[config.mk]
export PLATFORM = sky130hd
export DESIGN_NAME = audio_tone_master
export DESIGN_NICKNAME = d
export VERILOG_FILES = /design/src/rtl/audio_tone_pkg.sv /design/src/rtl/audio_ms_tick.sv /design/src/rtl/audio_tone_master.sv
export SDC_FILE = /design/constraint.sdc
export NUM_CORES = 1
export LEC_CHECK = 0
export BUFFER_PORTS_ARGS = -buffer_cell sky130_fd_sc_hd__buf_2
export CORE_MARGIN = 2
export CORE_UTILIZATION = 59
export DETAILED_ROUTE_END_ITERATION = 8
export PLACE_DENSITY = 0.83
export SLEW_MARGIN = 20
export SYNTH_ARGS = -nofsm -noshare
export SYNTH_HDL_FRONTEND = slang
export SYNTH_HIERARCHICAL = 1
export SYNTH_SLANG_ARGS = --single-unit
[constraint.sdc]
create_clock -name clock50 -period 4.1 [get_ports clock50]
set_input_delay 0 -clock clock50 [delete_from_list [all_inputs] [get_ports clock50]]
set_output_delay 0 -clock clock50 [all_outputs]
set_load 0.02 [all_outputs]
[src/rtl/audio_tone_pkg.sv]
// Shared types and constants for the game tone sequencer: event codes, note records,
// the fixed note table and the tone word layout.
package audio_tone_pkg;

    typedef enum logic [1:0] {
        EvHit      = 2'd0,
        EvWall     = 2'd1,
        EvScore    = 2'd2,
        EvReserved = 2'd3
    } event_e;

    typedef enum logic [2:0] {
        StIdle,
        StLoad,
        StWrite,
        StHold,
        StSilence
    } state_e;

    typedef struct packed {
        logic [19:0] half_period;
        logic [7:0]  dur_ms;
    } note_t;

    localparam int unsigned NUM_EVENTS      = 3;
    localparam int unsigned NOTES_PER_EVENT = 4;

    localparam int unsigned TONE_EN_BIT   = 31;
    localparam int unsigned HALF_PERIOD_W = 20;
    localparam logic [31:0] TONE_SILENCE  = 32'h0000_0000;

    // A zero duration terminates a sequence early.
    localparam note_t NOTE_TABLE [NUM_EVENTS][NOTES_PER_EVENT] = '{
        '{ '{20'd56818, 8'd30}, '{20'd0, 8'd0}, '{20'd0, 8'd0}, '{20'd0, 8'd0} },
        '{ '{20'd113636, 8'd40}, '{20'd0, 8'd0}, '{20'd0, 8'd0}, '{20'd0, 8'd0} },
        '{ '{20'd47801, 8'd80}, '{20'd37936, 8'd80}, '{20'd31888, 8'd160}, '{20'd0, 8'd0} }
    };

    function automatic logic [1:0] event_prio(event_e e);
        case (e)
            EvHit:   return 2'd1;
            EvWall:  return 2'd2;
            EvScore: return 2'd3;
            default: return 2'd0;
        endcase
    endfunction

    function automatic note_t note_lookup(event_e e, logic [1:0] idx);
        if (e == EvReserved) begin
            return '0;
        end
        return NOTE_TABLE[int'(e)][int'(idx)];
    endfunction

    function automatic logic [31:0] tone_word(logic [HALF_PERIOD_W-1:0] half_period);
        logic [31:0] w;
        w                      = TONE_SILENCE;
        w[TONE_EN_BIT]         = 1'b1;
        w[HALF_PERIOD_W-1:0]   = half_period;
        return w;
    endfunction

endpackage

[src/rtl/audio_ms_tick.sv]
// Duration prescaler: pulses tick once every DIV cycles while clear is low.
// Held at zero whenever clear is high, so counting always starts fresh.
module audio_ms_tick #(
    parameter int unsigned DIV = 50_000
) (
    input  logic clock50,
    input  logic reset,
    input  logic clear,
    output logic tick
);

    localparam int unsigned CW = (DIV > 1) ? $clog2(DIV) : 1;
    localparam logic [CW-1:0] LAST = CW'(DIV - 1);

    logic [CW-1:0] cnt_q, cnt_d;

    always_comb begin
        tick = !clear && (cnt_q == LAST);
        if (clear || (cnt_q == LAST)) begin
            cnt_d = '0;
        end else begin
            cnt_d = cnt_q + CW'(1);
        end
    end

    always_ff @(posedge clock50 or posedge reset) begin
        if (reset) begin
            cnt_q <= '0;
        end else begin
            cnt_q <= cnt_d;
        end
    end

endmodule

[src/rtl/audio_tone_master.sv]
// Avalon-MM write master that plays per-event note sequences into the audio peripheral,
// ending each sequence with a silence write; higher-priority events preempt lower ones.
module audio_tone_master
    import audio_tone_pkg::*;
#(
    parameter int unsigned CLK_HZ  = 50_000_000,
    parameter int unsigned TICK_HZ = 1000
) (
    input  logic        clock50,
    input  logic        reset,
    input  logic        trig_valid,
    input  logic [1:0]  trig_event,
    output logic        busy,
    output logic        done,
    output logic        avm_chipselect,
    output logic        avm_write,
    output logic [31:0] avm_writedata,
    output logic [3:0]  avm_byteenable,
    input  logic        avm_waitrequest
);

    localparam int unsigned DIV = CLK_HZ / TICK_HZ;

    state_e      state_q, state_d;
    event_e      cur_evt_q, cur_evt_d;
    event_e      pend_evt_q, pend_evt_d;
    logic        pend_valid_q, pend_valid_d;
    logic [2:0]  idx_q, idx_d;
    logic [31:0] tone_q, tone_d;
    logic [7:0]  dur_q, dur_d;
    logic [7:0]  dur_cnt_q, dur_cnt_d;
    logic        done_q, done_d;

    event_e      trig_evt, eff_evt, ref_evt;
    logic [2:0]  eff_idx;
    note_t       note;
    logic        tick, presc_clear, consume, preempt, wr_done, hold_done;

    audio_ms_tick #(
        .DIV(DIV)
    ) u_ms_tick (
        .clock50(clock50),
        .reset  (reset),
        .clear  (presc_clear),
        .tick   (tick)
    );

    // LOAD swaps in a pending event in place, so preemption costs no extra cycle.
    always_comb begin
        trig_evt    = event_e'(trig_event);
        consume     = (state_q == StLoad) && pend_valid_q;
        eff_evt     = consume ? pend_evt_q : cur_evt_q;
        eff_idx     = consume ? 3'd0 : idx_q;
        note        = note_lookup(eff_evt, eff_idx[1:0]);
        ref_evt     = pend_valid_q ? pend_evt_q : cur_evt_q;
        preempt     = trig_valid && (trig_evt != EvReserved) && (state_q != StIdle) &&
                      (event_prio(trig_evt) > event_prio(ref_evt));
        wr_done     = !avm_waitrequest;
        hold_done   = tick && (dur_cnt_q == dur_q - 8'd1);
        presc_clear = (state_q != StHold);
    end

    always_ff @(posedge clock50 or posedge reset) begin
        if (reset) begin
            state_q <= StIdle;
        end else begin
            state_q <= state_d;
        end
    end

    always_comb begin
        state_d      = state_q;
        cur_evt_d    = cur_evt_q;
        pend_valid_d = pend_valid_q;
        pend_evt_d   = pend_evt_q;
        idx_d        = idx_q;
        tone_d       = tone_q;
        dur_d        = dur_q;
        dur_cnt_d    = '0;
        done_d       = 1'b0;

        unique case (state_q)
            StIdle: begin
                // A trigger coincident with done is not taken; it must be reasserted.
                if (trig_valid && !done_q && (trig_evt != EvReserved)) begin
                    cur_evt_d    = trig_evt;
                    idx_d        = 3'd0;
                    pend_valid_d = 1'b0;
                    state_d      = StLoad;
                end
            end
            StLoad: begin
                cur_evt_d    = eff_evt;
                idx_d        = eff_idx;
                pend_valid_d = 1'b0;
                if ((eff_idx == 3'd4) || (note.dur_ms == 8'd0)) begin
                    state_d = StSilence;
                end else begin
                    tone_d  = tone_word(note.half_period);
                    dur_d   = note.dur_ms;
                    state_d = StWrite;
                end
            end
            StWrite: begin
                if (wr_done) begin
                    state_d = StHold;
                end
            end
            StHold: begin
                dur_cnt_d = tick ? dur_cnt_q + 8'd1 : dur_cnt_q;
                if (pend_valid_q) begin
                    state_d = StLoad;
                end else if (hold_done) begin
                    idx_d   = idx_q + 3'd1;
                    state_d = StLoad;
                end
            end
            StSilence: begin
                if (wr_done) begin
                    if (pend_valid_q) begin
                        state_d = StLoad;
                    end else begin
                        done_d  = 1'b1;
                        state_d = StIdle;
                    end
                end
            end
            default: state_d = StIdle;
        endcase

        if (preempt) begin
            pend_valid_d = 1'b1;
            pend_evt_d   = trig_evt;
        end
    end

    always_comb begin
        busy           = (state_q != StIdle);
        done           = done_q;
        avm_write      = (state_q == StWrite) || (state_q == StSilence);
        avm_chipselect = avm_write;
        avm_writedata  = (state_q == StWrite) ? tone_q : TONE_SILENCE;
        avm_byteenable = avm_write ? 4'hF : 4'h0;
    end

    always_ff @(posedge clock50 or posedge reset) begin
        if (reset) begin
            cur_evt_q    <= EvHit;
            pend_evt_q   <= EvHit;
            pend_valid_q <= 1'b0;
            idx_q        <= '0;
            tone_q       <= TONE_SILENCE;
            dur_q        <= '0;
            dur_cnt_q    <= '0;
            done_q       <= 1'b0;
        end else begin
            cur_evt_q    <= cur_evt_d;
            pend_evt_q   <= pend_evt_d;
            pend_valid_q <= pend_valid_d;
            idx_q        <= idx_d;
            tone_q       <= tone_d;
            dur_q        <= dur_d;
            dur_cnt_q    <= dur_cnt_d;
            done_q       <= done_d;
        end
    end

endmodule

==> results of run 1 <==
## cell type report
type / instances / area (sq um)
flip-flops and latches: 53 / 1330
repair buffers: 36 / 203
multi-input cells: 275 / 1730
clock inverters: 1 / 7.51
inverters: 19 / 71.3
fillers: 468 / 1960
clock buffers: 6 / 82.6
well taps: 72 / 90.1
## power by group through the flow
stage / clock network, mW / logic, mW / registers (mW)
2_1_floorplan: 0 / 1.09 / 0.729
3_3_place_gp: 0 / 1.16 / 0.788
3_5_place_dp: 0 / 1.20 / 0.795
4_1_cts: 0.310 / 1.20 / 0.785
5_1_grt: 0.326 / 1.35 / 0.807
6_report: 0.299 / 1.19 / 0.788
## synthesized netlist by cell type (2+ instances only)
master / number / area (sq um)
and3_1: 2 / 12.5
xor2_1: 8 / 70.1
nand3b_1: 2 / 15.0
o21ai_0: 20 / 100
or4b_1: 2 / 20.0
nor3_1: 8 / 40.0
nand4bb_1: 2 / 22.5
a31o_2: 2 / 17.5
a21o_1: 6 / 45.0
nand4_1: 12 / 75.1
and2_1: 12 / 75.1
dfrtp_1: 53 / 1330
mux2_2: 6 / 67.6
buf_4: 24 / 180
clkbuf_1: 6 / 22.5
or3_1: 5 / 31.3
nor2_1: 44 / 165
o31ai_1: 4 / 30.0
nand2_1: 32 / 120
buf_6: 3 / 33.8
a21oi_1: 12 / 60.1
inv_1: 19 / 71.3
nor4_1: 5 / 31.3
mux2i_1: 4 / 40.0
nand2b_1: 5 / 31.3
buf_2: 3 / 15.0
a31oi_1: 5 / 31.3
a211oi_1: 3 / 22.5
ha_1: 14 / 175
nand3_1: 9 / 45.0
xnor2_1: 21 / 184
## registers in the layout, indices dropped and copies added, names as in the netlist
name	flops
u_ms_tick/cnt_q	16
pend_valid_q	1
tone_q	11
cur_evt_q	2
dur_q	6
dur_cnt_q	8
state_q	3
done	1
pend_evt_q	2
idx_q	3
## per-layer routing
metal,share of wire (%),wire length (microns)
met5,0,0
met3,5.2,321
met1,48,2930
met4,0.68,42
met2,46,2840
## cell families after synthesis
family          after synthesis  synth area share, %
flops                        53                 39.8
mux                          10                 3.23
fa+ha+maj                    14                 5.25
xor+xnor                     29                 7.62
other cells                   1                0.112
buf+inv                      55                 9.68
compound gates               62                 12.1
simple gates                146                 22.3
## cells in the final DEF (no fill, tap or decap), types with 6 or more instances in the layout
| cell | count |
|---|---|
| a21o_1 | 6 |
| a21oi_1 | 12 |
| and2_1 | 12 |
| buf_2 | 31 |
| clkbuf_8 | 6 |
| conb_1 | 14 |
| dfrtp_1 | 53 |
| ha_1 | 14 |
| inv_1 | 19 |
| mux2_2 | 6 |
| nand2_1 | 32 |
| nand3_1 | 9 |
| nand4_1 | 12 |
| nor2_1 | 44 |
| nor3_1 | 8 |
| o21ai_0 | 20 |
| xnor2_1 | 21 |
| xor2_1 | 8 |
## how the worst min path moves through the flow
stage,endpoint,from,depth (start not counted)
after global placement,u_ms_tick/cnt_q[15],reset,2
after CTS,pend_valid_q,trig_valid,4
after floorplan,u_ms_tick/cnt_q[0],reset,1
final,pend_valid_q,trig_valid,4
after global routing,pend_valid_q,trig_valid,4
after detailed placement,u_ms_tick/cnt_q[14],reset,2
## per-stage QoR
| stage | cell area, sq um | cells | hold slack [ns] | util, % | power [mW] |
|---|---|---|---|---|---|
| after detailed placement | 3380 | 451 | 0.100 | 61.8 | 1.99 |
| after CTS | 3510 | 462 | 0.202 | 64.2 | 2.30 |
| after floorplan | 3380 | 383 | -0.0863 | - | 1.82 |
| after global placement | 3380 | 451 | 0.0965 | 61.8 | 1.95 |
| after global routing | 3510 | 462 | 0.215 | 64.2 | 2.48 |
| final | 3510 | 462 | 0.213 | 64.2 | 2.28 |
## worst min-delay path, cell delays in order
cell,delay (ns)
buf_2,0.10
nand2b_1,0.08
a211oi_1,0.09
a31o_2,0.22
==> impl_metrics.tcl, run 1 <==
set metrics [dict create \
    outcome "complete, no violations" \
    cp.arrival_ns 3.88 \
    start_kind "flip-flop" \
    p_leak_nw 1.63 \
    slowest_stage "dfrtp_1" \
    power.share.clock_pct 13.1 \
    power.internal_mw 1.23 \
    critical_path.startpoint "state_q[0]" \
    drt-total-wl_mm 6.13 \
    final.period_utilization_pct 90.1 \
    worstMarginPinSlew_ns 0.855 \
    dp_slack_ns 0.475 \
    cts_setup_buffers 0 \
    rr_worst_depth 9 \
    ff2ff_setup_slack_ns 0.41 \
    reg2reg_from "state_q[0]" \
    busiest_layer "met2" \
    combPwrFrac_pct 52.3 \
    path_buf_inv 1 \
    wl_per_cell_microns 13.3 \
    dr.first_iter.drc_count 116 \
    finalWorstSetupSlack_ns 0.406 \
    gr-usage-met3_pct 3.98 \
    slew_viol_final 0 \
    min_path_type "input pin to flip-flop" \
    antenna_found_initial 0 \
    path_class "flip-flop to flip-flop" \
    critPathCapture "tone_q[10]" \
    rsz0062_at_grt "false" \
    ys.warnings.count 6 \
    finClkSkew_ns 0.00635 \
    p_sw_share_pct 46.0 \
    ant_nets 0 \
    io_pins 46 \
    root_buffer "clkbuf_8" \
    slew_headroom_pct 43.0 \
    gr-usage-met2_pct 33.1 \
    die_area_sq_um 6270 \
    final.min_clock_period_ns 3.69 \
    crit_required_ns 4.29 \
    drive_gt1_share_pct 13.6 \
    core_area_sq_um 5470 \
    crit_family "simple AND/OR/NAND/NOR gates" \
    max_freq_ghz 0.271 \
    synth_edf_count 0 \
    grt_max_degree 38 \
    cts.clk_slew.worst_paths_ns 0.10 \
    cts_made_buffers 5 \
    vias_per_cell 5.68 \
    clock_sinks 53 \
    switchingPower_mw 1.05 \
    syn_area_sq_um 3330 \
    hold_violations 0 \
    seqPwrFrac_pct 34.5 \
    syn_area_per_cell_sq_um 9.01 \
    via_count 2624 \
    grt_pass1_vias 2337 \
    htree_levels 2 \
    grtUsageTotal_pct 20.7 \
    cts_resized 0 \
    cap_violations 0 \
    peakVddDrop_v 0.000460 \
    critPathMaxStageDelay_ns 0.57 \
    synth_flop_cell "dfrtp_1" \
    first_pass_iters 4 \
    path_cells "nand4bb_1, mux2i_1, inv_1, ha_1, nor2_1, nand4_1, a21oi_2, o21ba_1, mux2_2" \
    gp_congestion 0.898 \
    ys_seq_area_share_pct 39.8 \
    cp_num_cells 9 \
    synth.distinct_cells 48 \
    cts_tree "done" \
    end_kind "flip-flop" \
    async_reset_ff_share_pct 100 \
    fin_nets 410 \
    initial_core_util_pct 60.9 \
    clk_latency_ns 0.30 \
    area_delta_synth_final_pct 5.40 \
    synth_cells 370 \
    cts_buffer_depth 2 \
    overflow 0 \
    grt_pass1_wl_mm 10.5 \
    grt_util_met1_pct 29.1 \
    r2r-end "tone_q[10]" \
    setup_viol 0 \
    port_buffers 31 \
    dp_hpwl_mm 4.50 \
    tns_ns 0 \
    rows 27 \
    diodes 0 \
    path_max_fanout 27 \
    fp.dieW_microns 79.2 \
    synth.ff_latch_count 53 \
    drc_errors 0 \
    hold_buffers 4 \
    die_h_microns 79.2 \
    power_per_cell_area_nw_per_um2 649 \
]
Note: power is estimated with default switching activity, not from simulation.
==> run 2: changes to the inputs <==
Settings changed: ABC_AREA set to 1, PLACE_DENSITY 0.83 to 0.81.
==> run 2 against run 1 <==
Wire length increased by 12%. Area after synthesis increased by 6.5%. Via count increased by 13%. Non-clock buffer count decreased by 2. Critical path depth increased by 6. Core utilization decreased by 0.53 points. Critical path type unchanged. Critical endpoint is now tone_q[16].
==> impl_metrics.tcl, run 2 <==
set metrics [dict create \
    grtUsageTotal_pct 23.2 \
    regMostFlops "u_ms_tick/cnt_q" \
    cp.arrival_ns 2.88 \
    htree_levels 2 \
    synthTopCellsByArea "dfrtp_1 (37%), nand2_1 (12%), nor2_1 (7.8%)" \
    syn_area_sq_um 3550 \
    reg_top3 "u_ms_tick/cnt_q (16), tone_q (11), dur_cnt_q (8)" \
    syn_area_per_cell_sq_um 7.41 \
    synth_edf_count 0 \
    overflow 0 \
    async_reset_ff_share_pct 100 \
    p_leak_nw 1.91 \
    fill_cells 520 \
    synthTopCellsByCount "nand2_1 (114), nor2_1 (74), inv_1 (63), dfrtp_1 (53), nand3_1 (25)" \
    die_h_microns 81.6 \
    area_delta_synth_final_pct 4.97 \
    netlist.area_leader.share_pct 37.4 \
    via_count 2958 \
    dr.first_iter.drc_count 121 \
    r2r-end "tone_q[16]" \
    end_kind "flip-flop" \
    critical_path.startpoint "pend_valid_q" \
    numPlacedInstances 569 \
    ys_seq_area_share_pct 37.4 \
    min_delay_path_depth 3 \
    grt_pass1_wl_mm 12.1 \
    hold_end "pend_evt_q[1]" \
    final_common_cell "nand2_1" \
    synth.distinct_cells 35 \
    root_buffer "clkbuf_8" \
    cap_violations 0 \
    rows 28 \
    stdcell_area_sq_um 3730 \
    diodes 0 \
    slew_headroom_pct 59.9 \
    antenna_found_initial 0 \
    cts.clk_slew.worst_paths_ns 0.10 \
    slew_viol_final 0 \
    ant_nets 0 \
    grt_pass1_vias 2833 \
    port_buffers 31 \
    start_kind "flip-flop" \
    gp_congestion 0.945 \
    peakVddDrop_v 0.000432 \
    fin_nets 523 \
    core_area_sq_um 5850 \
    fin_util_pct 63.7 \
    cts_made_buffers 5 \
    max_freq_ghz 0.373 \
    synth_most_common_cell "nand2_1" \
    largest_register_ffs 16 \
    wl_per_cell_microns 11.9 \
    first_pass_iters 4 \
    synth_flop_cell "dfrtp_1" \
    grt_max_degree 38 \
    cts_tree "done" \
    hold_slack_ns 0.0410 \
    setup_viol 0 \
    cts_buffer_depth 2 \
    path_class "flip-flop to flip-flop" \
    rr_worst_depth 15 \
    vias_per_cell 5.11 \
    min_path_type "input pin to flip-flop" \
    crit_required_ns 4.30 \
    dpl-instance-area_sq_um 3620 \
    drt-total-wl_mm 6.86 \
    layout_common_cells "nand2_1 (114), nor2_1 (74), inv_1 (63), dfrtp_1 (53), buf_2 (31)" \
    path_max_fanout 30 \
    synth.ff_latch_count 53 \
    ys.warnings.count 6 \
    finClkSkew_ns 0.0139 \
    clock_sinks 53 \
    clk_latency_ns 0.31 \
    worstMarginPinSlew_ns 0.600 \
    worstHoldStart "trig_event[1]" \
    hold_violations 0 \
    synth_cells 479 \
    io_pins 46 \
    outcome "complete, no violations" \
    reg2reg_from "pend_valid_q" \
    die_area_sq_um 6650 \
    tns_ns 0 \
    power_per_cell_area_nw_per_um2 683 \
    final.min_clock_period_ns 2.68 \
    synth_top_area_cell "dfrtp_1" \
    fp.dieW_microns 81.6 \
    ff2ff_setup_slack_ns 1.42 \
    final.period_utilization_pct 65.4 \
    drive_gt1_share_pct 14.3 \
    instances_no_fill 579 \
    rsz0062_at_grt "false" \
    drc_errors 0 \
    dp_hpwl_mm 5.25 \
    initial_core_util_pct 60.7 \
]
==> run 2: worst max-delay path by stage <==
| stage | slack, ns | cells after the start | to |
|---|---|---|---|
| after global routing | 1.11 | 15 | tone_q[4] |
| after CTS | 1.40 | 15 | tone_q[12] |
| after floorplan | 1.90 | 16 | dur_q[2] |
| after global placement | 1.54 | 15 | tone_q[16] |
| after detailed placement | 1.44 | 15 | tone_q[12] |
| final | 1.42 | 15 | tone_q[16] |
==> run 2: routing by layer <==
layer	wire [microns]	global-route usage (%)	vias up
met4	150	8.14	0
met2	3390	40.2	60
li1	-	-	1512
met1	3100	29.0	1372
met5	0	0	-
met3	218	4.07	14
==> run 2: logic make-up after synthesis <==
| logic type | after synthesis | share of synthesized area, % |
|---|---|---|
| AND/OR/NAND/NOR | 245 | 30.2 |
| buffers and inverters | 96 | 13.6 |
| AO/OA/AOI/OAI | 55 | 10.1 |
| flip-flops | 53 | 37.4 |
| XOR/XNOR | 15 | 3.70 |
| adder cells (fa/ha/maj) | 14 | 4.93 |
| other | 1 | 0.106 |
==> run 2: power by group <==
group,switching (mW),internal [mW],leakage (nW)
clock network,0.177,0.121,0.0374
logic,1.01,0.478,1.17
registers,0.111,0.646,0.703
==> run 2: through the flow <==
| stage | total power [mW] | setup slack (ns) |
|---|---|---|
| final | 2.54 | 1.42 |
| after global routing | 2.80 | 1.11 |
| after CTS | 2.56 | 1.40 |
| after detailed placement | 2.25 | 1.44 |
| after global placement | 2.21 | 1.54 |
| after floorplan | 2.06 | 1.90 |
==> run 2: layout make-up <==
type	count	area (sq um)	share of cell area [%]
Clock buffer	6	72.6	1.95
Tap cell	75	93.8	2.52
Timing Repair Buffer	34	183	4.90
Clock inverter	2	15.0	0.403
Sequential cell	53	1330	35.6
Multi-Input combinational cell	343	1790	48.0
Inverter	66	248	6.65
==> run 2: critical path, stage by stage, from the launching register on <==
cell	delay, ns
dfrtp_1	0.44
inv_2	0.14
nor2_4	0.06
nand2_4	0.16
nand2_1	0.07
nand2_1	0.13
inv_1	0.12
ha_1	0.26
inv_1	0.19
nand3_1	0.15
nand2_1	0.14
nor2_2	0.05
nand2_2	0.09
nand3_4	0.31
nand2_1	0.20
o21ai_2	0.06
==> run 2: what timing repair did <==
action	in CTS	in global routing
hold buffers	2	0
endpoints found under the hold margin	55	0
resized for setup	0	0
setup endpoints to repair	0	0
buffers inserted	0	0
